--- src/rtl/pad_pkg.sv ---
// Shared types and seven-segment helpers for the multi-pad press counter.
package pad_pkg;

   typedef logic [3:0] bcd_t;

   // Segment bit positions within the {dp,g,f,e,d,c,b,a} byte
   localparam int SEG_A  = 0;
   localparam int SEG_B  = 1;
   localparam int SEG_C  = 2;
   localparam int SEG_D  = 3;
   localparam int SEG_E  = 4;
   localparam int SEG_F  = 5;
   localparam int SEG_G  = 6;
   localparam int SEG_DP = 7;

   // Active-high glyphs
   localparam logic [7:0] SSD_0     = 8'h3F;
   localparam logic [7:0] SSD_1     = 8'h06;
   localparam logic [7:0] SSD_2     = 8'h5B;
   localparam logic [7:0] SSD_3     = 8'h4F;
   localparam logic [7:0] SSD_4     = 8'h66;
   localparam logic [7:0] SSD_5     = 8'h6D;
   localparam logic [7:0] SSD_6     = 8'h7D;
   localparam logic [7:0] SSD_7     = 8'h07;
   localparam logic [7:0] SSD_8     = 8'h7F;
   localparam logic [7:0] SSD_9     = 8'h6F;
   localparam logic [7:0] SSD_BLANK = 8'h00;

   // Active-high glyph for one BCD digit with optional decimal point
   function automatic logic [7:0] ssd_encode(input bcd_t bcd, input logic dp);
      logic [7:0] s;
      case (bcd)
         4'd0:    s = SSD_0;
         4'd1:    s = SSD_1;
         4'd2:    s = SSD_2;
         4'd3:    s = SSD_3;
         4'd4:    s = SSD_4;
         4'd5:    s = SSD_5;
         4'd6:    s = SSD_6;
         4'd7:    s = SSD_7;
         4'd8:    s = SSD_8;
         4'd9:    s = SSD_9;
         default: s = SSD_BLANK;
      endcase
      s[SEG_DP] = dp;
      return s;
   endfunction

endpackage

--- src/rtl/pad_debounce.sv ---
// One pad channel: 2-flop synchroniser, stability-count debouncer and a
// registered one-cycle pulse on each debounced rising transition.
module pad_debounce #(
   parameter int DEB_CYCLES = 4
) (
   input  logic clk,
   input  logic rst,
   input  logic pad_i,
   output logic rise_o
);

   localparam logic [15:0] DEB_M1 = 16'(DEB_CYCLES - 1);

   logic        sync1_q, sync2_q;
   logic        deb_q, deb_d;
   logic        rise_q, rise_d;
   logic [15:0] cnt_q, cnt_d;

   // Count consecutive samples disagreeing with the debounced level; flip on the last one
   always_comb begin
      cnt_d  = cnt_q;
      deb_d  = deb_q;
      rise_d = 1'b0;
      if (sync2_q != deb_q) begin
         if (cnt_q == DEB_M1) begin
            cnt_d  = '0;
            deb_d  = sync2_q;
            rise_d = sync2_q;
         end else begin
            cnt_d = cnt_q + 16'd1;
         end
      end else begin
         cnt_d = '0;
      end
   end

   // Synchroniser and debouncer state
   always_ff @(posedge clk or posedge rst) begin
      if (rst) begin
         sync1_q <= 1'b0;
         sync2_q <= 1'b0;
         deb_q   <= 1'b0;
         rise_q  <= 1'b0;
         cnt_q   <= '0;
      end else begin
         sync1_q <= pad_i;
         sync2_q <= sync1_q;
         deb_q   <= deb_d;
         rise_q  <= rise_d;
         cnt_q   <= cnt_d;
      end
   end

   assign rise_o = rise_q;

endmodule

--- src/rtl/multi_pad_counter.sv ---
// NUM_PADS debounced press counters (2-digit BCD) shown on a scanned
// 8-position seven-segment display, with press pulse and last-pad index.
module multi_pad_counter
   import pad_pkg::*;
#(
   parameter int NUM_PADS       = 3,
   parameter int DEB_CYCLES     = 4,
   parameter int SCAN_DIV       = 8,
   parameter bit WRAP           = 1'b1,
   parameter bit SSD_ACTIVE_LOW = 1'b1
) (
   input  logic                clk,
   input  logic                rst,
   input  logic [NUM_PADS-1:0] pad,
   input  logic                clr,
   output logic                pad_pos_out,
   output logic [1:0]          press_id,
   output logic [7:0]          dig,
   output logic [7:0]          ssd
);

   localparam logic [15:0] SCAN_M1   = 16'(SCAN_DIV - 1);
   localparam logic [7:0]  SSD_RESET = SSD_ACTIVE_LOW ? 8'hFF : 8'h00;

   logic [NUM_PADS-1:0] rise;

   for (genvar g = 0; g < NUM_PADS; g++) begin : g_pad
      pad_debounce #(.DEB_CYCLES(DEB_CYCLES)) u_deb (
         .clk   (clk),
         .rst   (rst),
         .pad_i (pad[g]),
         .rise_o(rise[g])
      );
   end

   bcd_t [NUM_PADS-1:0] ones_q, ones_d, tens_q, tens_d;
   logic                pulse_q, pulse_d;
   logic [1:0]          id_q, id_d;
   logic                dpv_q, dpv_d;
   logic [15:0]         div_q, div_d;
   logic [2:0]          pos_q, pos_d;
   logic [7:0]          dig_q, dig_d, ssd_q, ssd_d;
   logic [7:0]          seg;

   // Counter update, clr override and lowest-index press priority
   always_comb begin
      ones_d  = ones_q;
      tens_d  = tens_q;
      pulse_d = |rise;
      id_d    = id_q;
      dpv_d   = dpv_q | (|rise);
      for (int i = NUM_PADS - 1; i >= 0; i--) begin
         if (rise[i]) id_d = 2'(i);
      end
      for (int i = 0; i < NUM_PADS; i++) begin
         if (clr) begin
            ones_d[i] = '0;
            tens_d[i] = '0;
         end else if (rise[i]) begin
            if (ones_q[i] != 4'd9) begin
               ones_d[i] = ones_q[i] + 4'd1;
            end else if (tens_q[i] != 4'd9) begin
               ones_d[i] = '0;
               tens_d[i] = tens_q[i] + 4'd1;
            end else if (WRAP) begin
               ones_d[i] = '0;
               tens_d[i] = '0;
            end
         end
      end
   end

   // Scan position advances once every SCAN_DIV cycles
   always_comb begin
      div_d = div_q + 16'd1;
      pos_d = pos_q;
      if (div_q == SCAN_M1) begin
         div_d = '0;
         pos_d = pos_q + 3'd1;
      end
   end

   // Digit/segment selection for the current scan position; unused positions stay dark
   always_comb begin
      dig_d = 8'hFF;
      seg   = SSD_BLANK;
      for (int i = 0; i < NUM_PADS; i++) begin
         if (pos_q[2:1] == 2'(i)) begin
            dig_d = ~(8'd1 << pos_q);
            seg   = ssd_encode(pos_q[0] ? tens_q[i] : ones_q[i],
                               !pos_q[0] && dpv_q && (id_q == 2'(i)));
         end
      end
      ssd_d = SSD_ACTIVE_LOW ? ~seg : seg;
   end

   // All architectural state and registered outputs
   always_ff @(posedge clk or posedge rst) begin
      if (rst) begin
         ones_q  <= '0;
         tens_q  <= '0;
         pulse_q <= 1'b0;
         id_q    <= '0;
         dpv_q   <= 1'b0;
         div_q   <= '0;
         pos_q   <= '0;
         dig_q   <= 8'hFF;
         ssd_q   <= SSD_RESET;
      end else begin
         ones_q  <= ones_d;
         tens_q  <= tens_d;
         pulse_q <= pulse_d;
         id_q    <= id_d;
         dpv_q   <= dpv_d;
         div_q   <= div_d;
         pos_q   <= pos_d;
         dig_q   <= dig_d;
         ssd_q   <= ssd_d;
      end
   end

   assign pad_pos_out = pulse_q;
   assign press_id    = id_q;
   assign dig         = dig_q;
   assign ssd         = ssd_q;

endmodule

--- config.mk ---
export PLATFORM = sky130hd
export DESIGN_NAME = multi_pad_counter
export DESIGN_NICKNAME = d
export VERILOG_FILES = /design/src/rtl/pad_pkg.sv /design/src/rtl/pad_debounce.sv /design/src/rtl/multi_pad_counter.sv
export SDC_FILE = /design/constraint.sdc
export NUM_CORES = 1
export LEC_CHECK = 0
export ABC_AREA = 1
export CORE_ASPECT_RATIO = 0.8
export CORE_MARGIN = 4
export CORE_UTILIZATION = 55
export DETAILED_ROUTE_END_ITERATION = 10
export DONT_BUFFER_PORTS = 1
export GPL_TIMING_DRIVEN = 0
export PLACE_DENSITY = 0.71
export SLEW_MARGIN = 20
export SYNTH_ARGS = -nofsm -noshare
export SYNTH_HDL_FRONTEND = slang
export SYNTH_SLANG_ARGS = --single-unit
export TNS_END_PERCENT = 5
--- constraint.sdc ---
create_clock -name clk -period 5.54 [get_ports clk]
set_input_delay 0.831 -clock clk [delete_from_list [all_inputs] [get_ports clk]]
set_output_delay 0.831 -clock clk [all_outputs]
set_load 0.02 [all_outputs]
# ---- Word level (Yosys, flattened, before mapping)
# Memory sizes are Yosys's and may differ from the RTL's.
# Index checks and enable logic that the tools add are counted.
# Widths: inputs -> output; s select.
dict set report word_totals {
  out_inout_bits 19
  rom_bits 336
  elab_cells 130
  memories 3
  ff_bits 123
  inputBits 6
}
dict set report classes {
  add_sub_neg 11
  muxes 46
  eq_ne 20
  shift 1
  bitwise_logic 3
  reduce_logical 18
}
# name depth width read_ports rd_clocked_by_memory_dff write_ports line_no
set memory_table {}
lappend memory_table {{(name not given)} 16 7 1 0 0 pad_pkg.sv:32} ;# case (bcd)
lappend memory_table {{(name not given)} 16 7 1 0 0 pad_pkg.sv:32}
lappend memory_table {{(name not given)} 16 7 1 0 0 pad_pkg.sv:32}
# op n
set op_table {}
lappend op_table {{$mux 16} 7}
lappend op_table {{$mux 4} 24}
lappend op_table {{$add 16x1->16 const B} 4}
lappend op_table {{$eq 16x2->1 const B} 3}
lappend op_table {{$mux 8} 6}
lappend op_table {{$add 4x1->4 const B} 6}
lappend op_table {{$ne 4x4->1 const B} 6}
lappend op_table {{$eq 16x3->1 const B} 1}
lappend op_table {{$not 8->8} 2}
lappend op_table {{$reduce_and 2->1} 6}
lappend op_table {{$shl 1x3->8 const A} 1}
lappend op_table {{$mux 1} 6}
lappend op_table {{$mux 2} 3}
lappend op_table {{$ne 2x2->1 const B} 3}
lappend op_table {{$reduce_bool 2->1} 3}
lappend op_table {{$eq 2x1->1 const B} 2}
lappend op_table {{$eq 2x2->1 const B} 2}
lappend op_table {{$logic_and 1x1->1} 4}
lappend op_table {{$logic_not 2->1} 2}
lappend op_table {{$add 3x1->3 const B} 1}
lappend op_table {{$ne 1x1->1} 3}
lappend op_table {{$reduce_bool 3->1} 1}
lappend op_table {{$reduce_or 3->1} 1}
lappend op_table {{$logic_not 1->1} 1}
lappend op_table {{$or 1x1->1} 1}

# ---- Logic depth before layout (Yosys ltp)
# Gate-level depths: netlist (run 1).
dict set report logic_depth {
  ltp_word 7
  mapped_depth 12
}

# ---- Modules after synthesis
# Synthesis (run 1) repeated with hierarchy kept, for this count alone.
dict set report unflattened {
  cells_unflattened 883
  hier_area_um2 7009.2
}
# mod seq_area_each_um2 n_inst area_per_inst_um2 cells_per_inst
set by_module_without_submodules {}
lappend by_module_without_submodules {multi_pad_counter 1596.5 1 3875.0 487}
lappend by_module_without_submodules {pad_debounce 500.5 3 1044.8 132}

# ---- Worst setup path before layout (run 1)
# OpenSTA, ideal clock, no wires.
dict set report synth_timing {
  kind {flip-flop to flip-flop}
  startpoint {register pos_q[0]}
  endpoint {register ssd_q[0] (netlist: ssd[0])}
  t_required_ps 5464
  arrival_time_ps 1715
  path_slack_ps 3750
  setup_ps 76
  stages_incl_launch_ff 11
  cell_sequence {dfrtp_1 buf_6 buf_6 o21ai_0 inv_1 ha_1 nand3b_1 nand3_1 nand3_1 nand2_1 nor2_1}
}
dict set report synth_between {
  elab_chain_cells 6
  word_cells_on_any_way 10
}
# element line_no
set synth_rtl {}
lappend synth_rtl {{start: declaration} multi_pad_counter.sv:41} ;# logic [2:0] pos_q, pos_d;
lappend synth_rtl {{start signal: assignment} multi_pad_counter.sv:116} ;# pos_q <= pos_d;
lappend synth_rtl {{$mux 4} multi_pad_counter.sv:90} ;# seg = ssd_encode(pos_q[0] ? tens_q[i] : ones_q[i],
lappend synth_rtl {{$mem_v2 16x7} --}
lappend synth_rtl {{$mux 8 (2 in a row)} multi_pad_counter.sv:88} ;# if (pos_q[2:1] == 2'(i)) begin
lappend synth_rtl {{$mux 8 *} multi_pad_counter.sv:88}
lappend synth_rtl {{$not 8->8 *} multi_pad_counter.sv:94} ;# ssd_d = SSD_ACTIVE_LOW ? ~seg : seg;
lappend synth_rtl {{via ssd_d[0]} multi_pad_counter.sv:42} ;# logic [7:0] dig_q, dig_d, ssd_q, ssd_d;
lappend synth_rtl {{end signal: assignment} multi_pad_counter.sv:118} ;# ssd_q <= ssd_d;
lappend synth_rtl {{end: declaration} multi_pad_counter.sv:42}
# The timed path passes the listed nets; every way through them passes the cells marked *.
# A chain may end at the register's enable or synchronous reset.

# ---- Worst setup path in the final report (run 1)
dict set report layout_timing {
  startpoint {register pos_q[0]}
  endpoint {register ssd_q[3] (netlist: ssd[3])}
}
# The elaborated chain is that of the path after synthesis.

==> results_dict.tcl, run 1 <==
set metrics [dict create \
    grt_overflow 0 \
    path_class "reg -> reg" \
    antenna_found_initial 0 \
    drive_gt1_share_pct 10.5 \
    grt_max_degree 82 \
    synth_flop_cell "dfrtp_1" \
    setup.worst_path.start_class "register" \
    hold_viol_final 0 \
    synth_common_cells "186 x nand2_1, 145 x nor2_1, 119 x inv_1" \
    grt_use_total_pct 21.7 \
    via_count 5478 \
    die_y_um 108 \
    grt_pass1_vias 5526 \
    p_comb_share_pct 11.8 \
    synth_top_area_cell "dfrtp_1" \
    p_leak_nw 3.68 \
    netlist_area_um2 6840 \
    avgSynthCellArea_um2 7.88 \
    dieArea_um2 14300 \
    synth-async-reset-ratio_pct 100 \
    setup_ws_ps 3360 \
    viasPerCell 5.20 \
    min_period_ps 2180 \
    clk_pin_slew_ps 60 \
    syn_to_final_growth_pct 12.1 \
    synth.distinct_cells 37 \
    ctsLongestPathBuffers 2 \
    die_w_um 133 \
    switching_share_pct 28.0 \
    drt_first_pass_iters 5 \
    ys_seq_area_share_pct 45.3 \
    io_buffers 0 \
    finalCritPeriodShare_pct 39.4 \
    fmaxAchievable_mhz 458 \
    cts.repair.resized 0 \
    netlist.area_leader.share_pct 39.1 \
    synth-edff-count 0 \
    clkPwrFrac_pct 45.6 \
    finalWeightedCongestion 0.862 \
    num_antenna_cells 0 \
    worstPathRequired_ps 5890 \
    power.internal_mw 1.76 \
    core_um2 12200 \
    core.rowCount 36 \
    routedWlPerCell_um 13.4 \
    crit_path_end "ssd[3]$_DFF_PP1_" \
    skew_ps 7.41 \
    postRouteAntennaNets 0 \
    pre_cts_ws_ps 3400 \
    crit_path_start "pos_q[0]$_DFFE_PP0N_" \
    cts_setup_buffers 0 \
    cts_hold_buf 0 \
    initial_core_util_pct 56.2 \
    cts.sinks 123 \
    rsz0062_at_grt "no" \
    slew_headroom_pct 57.1 \
    cap_violations 0 \
    finalSetupViolCount 0 \
    worstSetupEndpointType "register" \
    r2r_setup_slack_ps 3360 \
    synth.most_common_cell "nand2_1" \
    ys_warn_count 0 \
    place_hpwl_um 10100 \
    dr.first_iter.drc_count 476 \
    slew_viol_final 0 \
    irDropWorstVdd_mv 0.277 \
    io_pins 25 \
    synth-seq-cells 123 \
    nets 930 \
    grt_pass1_wl_um 24900 \
    r2r-end "ssd[3]$_DFF_PP1_" \
    setup_tns_ps 0 \
    drc 0 \
    power.total_mw 2.44 \
    status "completed" \
    cts_root_buffer "clkbuf_16" \
    worstPathArrival_ps 2530 \
    numCtsBuffers 17 \
    synth.area.top_cells "dfrtp_1 39%, nand2_1 10%, nor2_1 8.0%" \
    rr_startpoint "pos_q[0]$_DFFE_PP0N_" \
    cts_tree "done" \
    power_density_nw_per_um2 319 \
    path_max_fanout 10 \
    tightest_slew_ps 637 \
    routed_wl_um 14100 \
    cts_max_level 4 \
    clk_latency_ps 420 \
    synth_cells 868 \
    syn_nets 910 \
    power.switching_uw 684 \
    hold_path_class "in -> async" \
    r2r_cells 10 \
    sequentialPowerShare_pct 42.6 \
]
==> cell usage in the layout, fill, tap and decap left out, types with 2 or more instances in the layout <==
| master | Yosys | final |
|---|---|---|
| nor3_1 | 24 | 24 |
| nand2_1 | 186 | 186 |
| nand2_2 | 11 | 11 |
| nand3b_1 | 3 | 3 |
| o21ai_2 | 8 | 8 |
| a211oi_1 | 2 | 2 |
| clkbuf_16 | 0 | 17 |
| nor2_2 | 6 | 6 |
| ha_1 | 36 | 36 |
| nor2_1 | 145 | 145 |
| o21ai_0 | 18 | 18 |
| dfstp_2 | 16 | 16 |
| inv_6 | 0 | 3 |
| dfrtp_1 | 107 | 107 |
| nor2_4 | 2 | 2 |
| o22ai_1 | 7 | 7 |
| xor2_1 | 31 | 31 |
| inv_1 | 119 | 118 |
| xnor2_1 | 7 | 7 |
| nor3_2 | 2 | 2 |
| nand4_1 | 15 | 15 |
| nand2_4 | 2 | 2 |
| clkbuf_8 | 0 | 3 |
| nor3b_1 | 3 | 3 |
| o21ai_1 | 3 | 3 |
| clkinv_4 | 0 | 5 |
| buf_6 | 2 | 2 |
| clkinv_2 | 0 | 2 |
| bufinv_16 | 0 | 2 |
| buf_2 | 3 | 3 |
| a21oi_1 | 11 | 11 |
| inv_2 | 6 | 6 |
| nand3_1 | 83 | 83 |
==> worst max-delay path, cell delays in order, from the launching register on <==
cell and delay, ps:
dfrtp_1 410, buf_6 160, buf_6 140, o21ai_0 530
inv_1 150, ha_1 210, nand3b_1 190, nand3_1 110
nand3_1 70, nand2_1 80, nor2_1 40
==> how the worst min path moves through the flow <==
| stage | startpoint | end | slack (ps) | depth (start not counted) |
|---|---|---|---|---|
| floorplan | g_pad[0].u_deb.sync1_q$_DFF_PP0_ | g_pad[0].u_deb.sync2_q$_DFF_PP0_ | 330 | 0 |
| global placement | g_pad[2].u_deb.sync1_q$_DFF_PP0_ | g_pad[2].u_deb.sync2_q$_DFF_PP0_ | 340 | 0 |
| detailed placement | g_pad[2].u_deb.sync1_q$_DFF_PP0_ | g_pad[2].u_deb.sync2_q$_DFF_PP0_ | 350 | 0 |
| CTS | rst | g_pad[2].u_deb.cnt_q[10]$_DFF_PP0_ | 280 | 1 |
| global route | rst | g_pad[2].u_deb.cnt_q[10]$_DFF_PP0_ | 300 | 1 |
| finish | rst | g_pad[2].u_deb.cnt_q[10]$_DFF_PP0_ | 270 | 1 |
==> sequential cells by signal (all words and copies together), names as in the netlist <==
signal and cells:
div_q 16, press_id 2, g_pad.u_deb.cnt_q 48, tens_q 12, g_pad.u_deb.rise_o 3, dig 8
dpv_q 1, pad_pos_out 1, g_pad.u_deb.sync2_q 3, ssd 8, g_pad.u_deb.deb_q 3, g_pad.u_deb.sync1_q 3
ones_q 12, pos_q 3
==> cell type report <==
cell class | count | area (um2)
buffer | 7 | 56.3
clock inverter | 12 | 139
clock buffer | 20 | 467
tap | 152 | 190
sequential | 123 | 3100
inverter | 127 | 484
timing repair buffer | 1 | 27.5
fill | 1040 | 4490
multi-input combinational | 611 | 3210
==> routing by layer <==
metal  share of wire, %  vias to the layer above  global-route usage [%]
met5                  0                        -                       0
li1                   -                     2784                       -
met3                3.9                       31                    6.03
met1                 47                     2554                    28.4
met2                 47                      109                    34.5
met4                1.9                        0                    8.31
==> logic make-up (layout without fill, tap and decap cells) <==
kind of cell | after synthesis | count (layout) | share of synthesized area [%]
xor gates and xnor gates | 38 | 38 | 4.87
adders and majority gates | 36 | 36 | 6.58
and+or+nand+nor | 484 | 484 | 30.8
buffers and inverters | 134 | 167 | 7.83
DFF | 123 | 123 | 45.3
AOI/OAI and AO/OA | 53 | 53 | 4.66
==> power groups by stage <==
stage	Combinational (mW)	Sequential, mW	Clock, mW
finish	0.288	1.04	1.11
global route	0.336	1.05	1.18
CTS	0.293	1.04	1.14
detailed placement	0.290	1.06	0
global placement	0.275	1.05	0
floorplan	0.222	1.04	0
==> through the flow <==
step / hold slack [ps] / instances / util (%) / instance area [um2]
final: 272 / 1053 / 63.1 / 7670
after global routing: 299 / 1053 / 63.1 / 7670
after CTS: 278 / 1053 / 63.1 / 7670
after detailed placement: 346 / 1021 / 58.1 / 7060
after global placement: 338 / 1020 / 57.8 / 7030
after floorplan: 331 / 868 / - / 6840
No activity file was read; power rests on OpenSTA's default activity.
==> run 2: changes to the inputs <==
clock period = 2.1 ns   (was 5.54 ns; I/O delays follow)
==> run 2 against run 1 <==
Compared with the run above:
- setup slack worse by 3100 ps
- sequential cell count unchanged
- total power rose to 2.6 times the previous value
- critical path type unchanged
- first-iteration DRC count down 16%
- core utilization up 0.34 points
- clock power rose to 2.5 times the previous value
- final cell count up 0.57%
- clock skew up 2.5 ps
==> results_dict.tcl, run 2 (synthesized netlist as in run 1, its figures left out) <==
set metrics [dict create \
    hold_viol_final 0 \
    status "completed" \
    cts_root_buffer "clkbuf_16" \
    fmaxAchievable_mhz 535 \
    hold_depth 3 \
    cts_tree "done" \
    largest_reg_flops 48 \
    numCtsBuffers 17 \
    dr.first_iter.drc_count 401 \
    die_y_um 108 \
    cts_max_level 4 \
    io_buffers 0 \
    place_hpwl_um 10100 \
    rsz0062_at_grt "no" \
    grt_overflow 0 \
    slew_headroom_pct 61.9 \
    layout_common_cells "186 x nand2_1, 145 x nor2_1, 118 x inv_1" \
    drive_gt1_share_pct 10.7 \
    min_period_ps 1870 \
    core.rowCount 36 \
    die_w_um 133 \
    worstPathRequired_ps 2440 \
    ctsLongestPathBuffers 2 \
    syn_to_final_growth_pct 12.7 \
    worstSetupEndpointType "register" \
    clk_pin_slew_ps 60 \
    reg_top3 "g_pad.u_deb.cnt_q (48), div_q (16)" \
    finalWeightedCongestion 0.896 \
    grt_max_degree 36 \
    finalSetupViolCount 0 \
    core_um2 12200 \
    nets 936 \
    p_leak_nw 3.68 \
    cts.sinks 123 \
    routed_wl_um 13900 \
    num_antenna_cells 0 \
    hold_path_class "in -> reg" \
    cts_setup_buffers 0 \
    power_density_nw_per_um2 817 \
    routedWlPerCell_um 13.2 \
    regMostFlops "g_pad.u_deb.cnt_q" \
    slew_viol_final 0 \
    grt_use_total_pct 21.2 \
    tightest_slew_ps 571 \
    drc 0 \
    setup.worst_path.start_class "register" \
    antenna_found_initial 0 \
    irDropWorstVdd_mv 0.918 \
    cap_violations 0 \
    final_common_cell "nand2_1" \
    via_count 5614 \
    grt_pass1_vias 5386 \
    io_pins 25 \
    r2r_cells 11 \
    fin_util_pct 63.4 \
    postRouteAntennaNets 0 \
    setup_tns_ps 0 \
    dieArea_um2 14300 \
    initial_core_util_pct 56.2 \
    grt_pass1_wl_um 24700 \
    skew_ps 9.89 \
    worstPathArrival_ps 2210 \
    path_class "reg -> reg" \
    finalCritPeriodShare_pct 89.1 \
    viasPerCell 5.30 \
    path_max_fanout 10 \
    clk_latency_ps 420 \
    drt_first_pass_iters 5 \
]
[run 2: power breakdown]
| part | switching, mW | internal [mW] | total, mW |
|---|---|---|---|
| clock | 1.09 | 1.70 | 2.79 |
| sequential | 0.187 | 2.55 | 2.74 |
| combinational | 0.518 | 0.250 | 0.768 |
[run 2: final timing paths]
check | slack [ps] | from | end
max | 230 | pos_q[0]$_DFFE_PP0N_ | ssd[6]$_DFF_PP1_
min | 240 | clr | ones_q[5]$_DFFE_PP0P_
max reg2reg | 230 | pos_q[0]$_DFFE_PP0N_ | ssd[6]$_DFF_PP1_
min reg2reg | 350 | g_pad[0].u_deb.sync1_q$_DFF_PP0_ | g_pad[0].u_deb.sync2_q$_DFF_PP0_
max in group asynchronous | 560 | rst | ssd[1]$_DFF_PP1_
min in group asynchronous | 430 | rst | div_q[7]$_DFF_PP0_
[run 2: per-stage QoR]
stage	setup WS (ps)	instances	hold WS, ps	power (mW)	instance area, um2
6_report	229	1059	241	6.30	7710
5_1_grt	107	1059	262	6.62	7710
4_1_cts	166	1059	227	6.37	7710
3_5_place_dp	-9.31	1023	278	3.54	7090
3_3_place_gp	-318	1020	332	3.49	7030
2_1_floorplan	287	868	331	3.32	6840
[run 2: critical path, stage by stage, from the launching register on]
cell,delay (ps)
dfrtp_1,410
buf_6,160
buf_8,150
o21ai_1,340
inv_1,120
ha_1,200
inv_1,50
nand2_1,40
nand2_1,90
nor2_1,50
nor2_1,120
nor2_1,70
[run 2: cell type report]
type | count | area [um2]
flip-flops and latches | 123 | 3100
multi-input cells | 611 | 3210
inverters | 127 | 483
clock buffers | 20 | 457
well taps | 152 | 190
clock inverters | 12 | 115
repair buffers | 7 | 100
fillers | 1003 | 4450
plain buffers | 7 | 56.3
[run 2: timing repair]
action / 4_1_cts / 5_1_grt
hold buffers: 4 / 0
endpoints found under the hold margin: 17 / 0
gates resized for setup: 1 / 1
endpoints found under the setup margin: 2 / 1
[run 2: metal layers]
layer,wire length [um],up-vias,global-route usage [%],part of all wire (%)
met5,0,-,0,0
met4,134,0,5.56,0.96
met3,752,11,6.21,5.4
met2,6380,120,33.3,46
met1,6670,2677,29.0,48
li1,-,2806,-,-
==> run 3: changes to the inputs <==
CTS_CLUSTER_SIZE = 24   (was unset)
SKIP_LAST_GASP = 1   (was unset)
==> results of run 3 <==
The final DEF is identical to that of run 2; final timing and power are the same.
